`config.mk`:
```
export PLATFORM = sky130hd
export DESIGN_NAME = axis_frame_arbiter
export DESIGN_NICKNAME = d
export VERILOG_FILES = /design/src/rtl/axis_frame_arbiter.sv
export SDC_FILE = /design/constraint.sdc
export NUM_CORES = 1
export LEC_CHECK = 0
export BUFFER_PORTS_ARGS = -buffer_cell sky130_fd_sc_hd__buf_2
export CAP_MARGIN = 0
export CORE_MARGIN = 4
export CORE_UTILIZATION = 37
export DETAILED_ROUTE_END_ITERATION = 16
export GPL_ROUTABILITY_DRIVEN = 1
export PLACE_DENSITY = 0.89
export SLEW_MARGIN = 20
export SYNTH_ARGS = -nofsm -noshare
export SYNTH_HDL_FRONTEND = slang
export SYNTH_SLANG_ARGS = --single-unit
```
`constraint.sdc`:
```
create_clock -name clk_i -period 2.25 [get_ports clk_i]
set_clock_uncertainty 0.2 [all_clocks]
set_input_delay 0.3375 -clock clk_i [delete_from_list [all_inputs] [get_ports clk_i]]
set_output_delay 0.3375 -clock clk_i [all_outputs]
set_load 0.02 [all_outputs]
```
`src/rtl/axis_frame_arbiter.sv`:
```
// -----------------------------------------------------------------------------
// axis_frame_arbiter
//
// Merges NUM_SRC AXI-stream sources onto one output stream, one whole frame at
// a time. Arbitration is round-robin and happens only while idle, so every
// frame costs one bubble cycle before its first beat. Once a source is granted
// it owns the output until its last beat transfers, even if its valid drops.
//
// Ports:
//   clk_i, rst_i           clock and synchronous active-high reset
//   axis_s_data_i          source data, source k at [k*DATA_BITS +: DATA_BITS]
//   axis_s_valid_i/last_i  per-source valid and frame end
//   axis_s_ready_o         per-source ready (only the granted bit can be high)
//   axis_m_*               merged output stream
//   axis_m_id_o            granted source index (0 while idle)
//   busy_o                 high while a frame is granted
//   frame_cnt_o            completed frames per source, 16 bits each
//   beat_cnt_o             beats in the current frame
//
// Build option:
//   AXIS_FRAME_ARBITER_STATS_EN  when defined, builds the saturating frame and
//                                beat counters; otherwise both read 0.
// -----------------------------------------------------------------------------
module axis_frame_arbiter #(
    parameter int NUM_SRC   = 4,
    parameter int DATA_BITS = 8,
    parameter int ID_BITS   = 2
) (
    input  logic                         clk_i,
    input  logic                         rst_i,
    input  logic [NUM_SRC*DATA_BITS-1:0] axis_s_data_i,
    input  logic [NUM_SRC-1:0]           axis_s_valid_i,
    input  logic [NUM_SRC-1:0]           axis_s_last_i,
    output logic [NUM_SRC-1:0]           axis_s_ready_o,
    output logic [DATA_BITS-1:0]         axis_m_data_o,
    output logic                         axis_m_valid_o,
    input  logic                         axis_m_ready_i,
    output logic                         axis_m_last_o,
    output logic [ID_BITS-1:0]           axis_m_id_o,
    output logic                         busy_o,
    output logic [NUM_SRC*16-1:0]        frame_cnt_o,
    output logic [15:0]                  beat_cnt_o
);

    typedef enum logic [0:0] {
        ST_IDLE = 1'b0,
        ST_XFER = 1'b1
    } state_e;

    state_e               state_q, state_d;
    logic [ID_BITS-1:0]   grant_q, grant_d;
    logic [ID_BITS-1:0]   rr_ptr_q, rr_ptr_d;

    logic [NUM_SRC-1:0]   valid_rot_s;
    logic [ID_BITS:0]     pick_off_s;
    logic [ID_BITS:0]     pick_sum_s;
    logic [ID_BITS-1:0]   pick_idx_s;
    logic [DATA_BITS-1:0] src_data_s [NUM_SRC];
    logic                 xfer_s;
    logic                 last_beat_s;

    // Round-robin pick: rotate the requests so rr_ptr sits at bit 0, take the
    // lowest set bit, then rotate the offset back into a source index.
    always_comb begin
        valid_rot_s = NUM_SRC'({axis_s_valid_i, axis_s_valid_i} >> rr_ptr_q);
        pick_off_s  = '0;
        for (int i = NUM_SRC - 1; i >= 0; i--) begin
            if (valid_rot_s[i]) begin
                pick_off_s = (ID_BITS+1)'(i);
            end else begin
                pick_off_s = pick_off_s;
            end
        end
        pick_sum_s = {1'b0, rr_ptr_q} + pick_off_s;
        if (pick_sum_s >= (ID_BITS+1)'(NUM_SRC)) begin
            pick_idx_s = ID_BITS'(pick_sum_s - (ID_BITS+1)'(NUM_SRC));
        end else begin
            pick_idx_s = pick_sum_s[ID_BITS-1:0];
        end
    end

    // Unpack the flat source data bus into one word per source.
    always_comb begin
        for (int k = 0; k < NUM_SRC; k++) begin
            src_data_s[k] = axis_s_data_i[k*DATA_BITS +: DATA_BITS];
        end
    end

    // Output steering: everything is quiet in IDLE; in XFER the granted source
    // is wired straight through and only its ready may rise.
    always_comb begin
        axis_m_data_o  = '0;
        axis_m_valid_o = 1'b0;
        axis_m_last_o  = 1'b0;
        axis_s_ready_o = '0;
        axis_m_id_o    = '0;
        busy_o         = 1'b0;
        if (state_q == ST_XFER) begin
            axis_m_data_o           = src_data_s[grant_q];
            axis_m_valid_o          = axis_s_valid_i[grant_q];
            axis_m_last_o           = axis_s_last_i[grant_q];
            axis_s_ready_o[grant_q] = axis_m_ready_i;
            axis_m_id_o             = grant_q;
            busy_o                  = 1'b1;
        end else begin
            busy_o = 1'b0;
        end
    end

    assign xfer_s      = axis_m_valid_o & axis_m_ready_i;
    assign last_beat_s = xfer_s & axis_m_last_o;

    // Next-state logic: arbitrate only in IDLE, release only on the last beat.
    always_comb begin
        state_d  = state_q;
        grant_d  = grant_q;
        rr_ptr_d = rr_ptr_q;
        case (state_q)
            ST_IDLE: begin
                if (|axis_s_valid_i) begin
                    state_d = ST_XFER;
                    grant_d = pick_idx_s;
                end else begin
                    state_d = ST_IDLE;
                end
            end
            ST_XFER: begin
                if (last_beat_s) begin
                    state_d = ST_IDLE;
                    if (grant_q == ID_BITS'(NUM_SRC - 1)) begin
                        rr_ptr_d = '0;
                    end else begin
                        rr_ptr_d = grant_q + ID_BITS'(1);
                    end
                end else begin
                    state_d = ST_XFER;
                end
            end
            default: begin
                state_d = ST_IDLE;
            end
        endcase
    end

    // State, grant and round-robin pointer registers.
    always_ff @(posedge clk_i) begin
        if (rst_i) begin
            state_q  <= ST_IDLE;
            grant_q  <= '0;
            rr_ptr_q <= '0;
        end else begin
            state_q  <= state_d;
            grant_q  <= grant_d;
            rr_ptr_q <= rr_ptr_d;
        end
    end

`ifdef AXIS_FRAME_ARBITER_STATS_EN
    logic [NUM_SRC-1:0][15:0] frame_cnt_q;
    logic [15:0]              beat_cnt_q;
    logic                     beat_clr_q;

    // Saturating statistics. The beat count keeps the final frame length
    // visible for one cycle after the last beat, then clears.
    always_ff @(posedge clk_i) begin
        if (rst_i) begin
            frame_cnt_q <= '0;
            beat_cnt_q  <= 16'd0;
            beat_clr_q  <= 1'b0;
        end else begin
            beat_clr_q <= last_beat_s;
            if (beat_clr_q) begin
                beat_cnt_q <= 16'd0;
            end else if (xfer_s && (beat_cnt_q != 16'hFFFF)) begin
                beat_cnt_q <= beat_cnt_q + 16'd1;
            end else begin
                beat_cnt_q <= beat_cnt_q;
            end
            for (int k = 0; k < NUM_SRC; k++) begin
                if (last_beat_s && (grant_q == ID_BITS'(k)) && (frame_cnt_q[k] != 16'hFFFF)) begin
                    frame_cnt_q[k] <= frame_cnt_q[k] + 16'd1;
                end else begin
                    frame_cnt_q[k] <= frame_cnt_q[k];
                end
            end
        end
    end

    assign frame_cnt_o = frame_cnt_q;
    assign beat_cnt_o  = beat_cnt_q;
`else
    assign frame_cnt_o = '0;
    assign beat_cnt_o  = 16'd0;
`endif

endmodule

```
==> metrics.md <==
| Metric | Value |
|---|---|
| Layout Cells excl Fill | 270 |
| Element type at the critical path end | primary output |
| # IOs | 140 |
| Slack of the worst reg-to-reg path | 0.18 ns |
| Final nets | 271 |
| Synth top area share | 0.4381 |
| Area Overhead vs Synth | 4.897% |
| Worst R2R Path Depth | 8 |
| RSZ-0062 raised after global routing | no |
| Die X | 69.63 um |
| First-pass GRT wire length | 4429 um |
| Initial antenna violation count | 0 |
| Post-Synth Simple-Gate Area | 0.1345 |
| Avg Synthesized Cell Area | 8.464 um2 |
| # H-tree levels | 1 |
| Hpwl dp | 2616 um |
| Most common cell after layout, fill and taps aside | conb_1 |
| Starting Density | 0.3838 |
| Total chip power | 650.7 uW |
| Setup tns final | 0 ns |
| Design area | 1474 um2 |
| DP Worst Slack | 0.09367 ns |
| Flip-flop and latch count after synthesis | 5 |
| Worst-case clock buffer depth | 2 |
| Synth Area in Adders | 0.04452 |
| Hold Vio Cnt, Final | 0 |
| Via count | 1104 |
| Most frequent cells in the layout | conb_1 (80), buf_2 (59), and2_1 (11) |
| TritonCTS Buffers | 3 |
| Post-Syn Area | 1405 um2 |
| Root Driver | clkbuf_8 |
| Worst Path Max Fanout | 12 |
| GRT Total Usage | 0.1102 |
| Leak pwr | 0.8379 nW |
| Drt wl/cell | 11.22 um |
| CP Data Arrival Time | 1.62 ns |
| GRT Residual Overflow | 0 |
| Postcts setup bufs | 0 |
| Yosys cell types | 32 |
| Hold WC Path Type | input port to flop |
| Insertion delay to the later sink of the worst-skew pair | 0.22 ns |
| Final Max Slew Viols | 0 |
| RR Endpoint | grant_q[1]$_SDFFE_PP0P_ |
| Fillers | 397 |
| CP Launch Type | flop |
| Max VDD drop | 0.1744 mV |
| Worst Hold Depth | 2 |
| # setup viols final | 0 |
| CTS tree | built |
| Max incr delay on CP | 0.53 ns |
| Die Ht | 69.63 um |
| Antenna cells | 0 |
| Mux share of post-synthesis cell area | 0.1781 |
| Fraction of layout cells with a size suffix above 1 | 0.3423 |
| Worst Path Required | 1.71 ns |
| Status | complete, no violations |
| Worst slew margin | 0.6223 |
| Max_cap viols | 0 |
| Largest family of logic cells by synthesized area | buffers and inverters |
| Critical R2R Launch | rr_ptr_q[0]$_SDFFE_PP0P_ |
| Vias per cell | 4.089 |
| Clock input transition at the sequential cells of the worst setup and hold paths | 0.04 ns |
| DRC violations left | 0 |
| Core area | 3661 um2 |
| Worst setup margin | 0.09242 ns |
| Placed cells | 266 |
| Cell taking the most area after synthesis | buf_4 |
| I/O Buffers | 59 |
| Minimum clock period | 2.158 ns |
| Detail Route Antenna Nets | 0 |
| Register area share after synthesis | 0.07124 |
| Post-DP Area | 1420 um2 |
| Register Area | 102.6 um2 |
| Largest net degree at the start of global routing | 21 |
| Post-layout util | 0.4026 |
| Vias in the first global route | 939 |
| PwrDens | 441.5 nW/um2 |
| Routed wire length | 3029 um |
| Router iterations before antenna repair | 7 |
| Compound-Gate Fraction of Synth Area | 0.07124 |
| Hold_ws | 0.1566 ns |
| CTS Sinks | 5 |
| Hold Crit Start | rst_i |
| Worst-Margin Slew | 0.5658 ns |
| Iter 0 DRT Violations | 56 |
| CP max-delay cell | mux4_1 |
| Die area | 4848 um2 |
| Synthesized instance count | 166 |
| Post-Synth XOR/XNOR Area | 0.006233 |
| Worst Hold Path EP | rr_ptr_q[0]$_SDFFE_PP0P_ |
| CP cell instances | buf_12 -> mux4_1 -> and2_1 -> buf_2 |
| Period utilisation layout | 0.9589 |
| Synth Warn # | 0 |
| Placer congestion estimate | 0.7756 |
| Worst setup path category | flop to primary output |
| Multi-input gate area | 917.1 um2 |
| Fmax | 463.5 MHz |
| Site Rows | 22 |
| Dominant cells by area after synthesis | buf_4 (44%), mux4_2 (9.6%), mux4_1 (7.5%) |
## logic make-up after synthesis
group | count (synthesis)
AO/OA/AOI/OAI | 15
XOR/XNOR | 1
adder cells (fa/ha/maj) | 5
buffers and inverters | 94
flip-flops | 5
multiplexers | 11
other | 1
AND/OR/NAND/NOR | 34
## report_power, final
part           internal, mW  leakage [nW]  switching (mW)
clock                 0.122        0.0228          0.0435
combinational         0.130         0.773           0.238
sequential           0.0977        0.0419          0.0200
## critical path: cells and delay by family, from the launching register on
kind,cells,cell delay (ns)
mux,1,0.53
simple gates,1,0.16
buf+inv,2,0.31
flops,1,0.40
## routing by layer
metal  share of wire  up-vias  track usage  routed length (um)
met5               0        -            0                   0
met4          0.0026        0      0.01915                   8
met3            0.15        2      0.04638                 460
met2            0.50       86       0.1896                1514
met1            0.35      499       0.1294                1046
li1                -      517            -                   -
## synthesized netlist by cell type (all sizes together)
cell     instances
buf             85
and2            12
mux4            10
nor2             8
a21oi            6
dfxtp            5
ha               5
inv              5
and3             4
clkbuf           4
nand2            3
nor3             2
o2111ai          2
o211ai           2
o21ai            2
or3              2
a221oi           1
a311oi           1
conb             1
mux2i            1
nand3            1
nand4            1
nor4             1
o311a            1
xnor2            1
## how the worst max path moves through the flow
stage                                    to  cells past startpoint                     start
global route        grant_q[1]$_SDFFE_PP0P_                      8  rr_ptr_q[0]$_SDFFE_PP0P_
CTS                        axis_m_data_o[2]                      4   grant_q[0]$_SDFFE_PP0P_
detailed placement  grant_q[1]$_SDFFE_PP0P_                      8         axis_s_valid_i[3]
finish                     axis_m_data_o[2]                      4   grant_q[0]$_SDFFE_PP0P_
global placement    grant_q[1]$_SDFFE_PP0P_                      8         axis_s_valid_i[3]
floorplan           grant_q[1]$_SDFFE_PP0P_                      9  rr_ptr_q[0]$_SDFFE_PP0P_
## final cells by class
cell class	count	area share
repair buffers	62	0.2241
clock buffers	4	0.03056
flip-flops and latches	5	0.06961
inverters	5	0.01273
well taps	48	0.04075
multi-input cells	146	0.6222
## flip-flops by register name (all words and copies together), names as in the netlist
name / cells
grant_q: 2
rr_ptr_q: 2
state_q: 1
## what timing repair did
| action | CTS | global route |
|---|---|---|
| gates resized for setup | 1 | 2 |
| cloned | 0 | 0 |
| pin swaps | 0 | 0 |
| hold buffers | 0 | 0 |
| endpoints found under the setup margin | 1 | 1 |
Power figures use the tool's default switching activity.
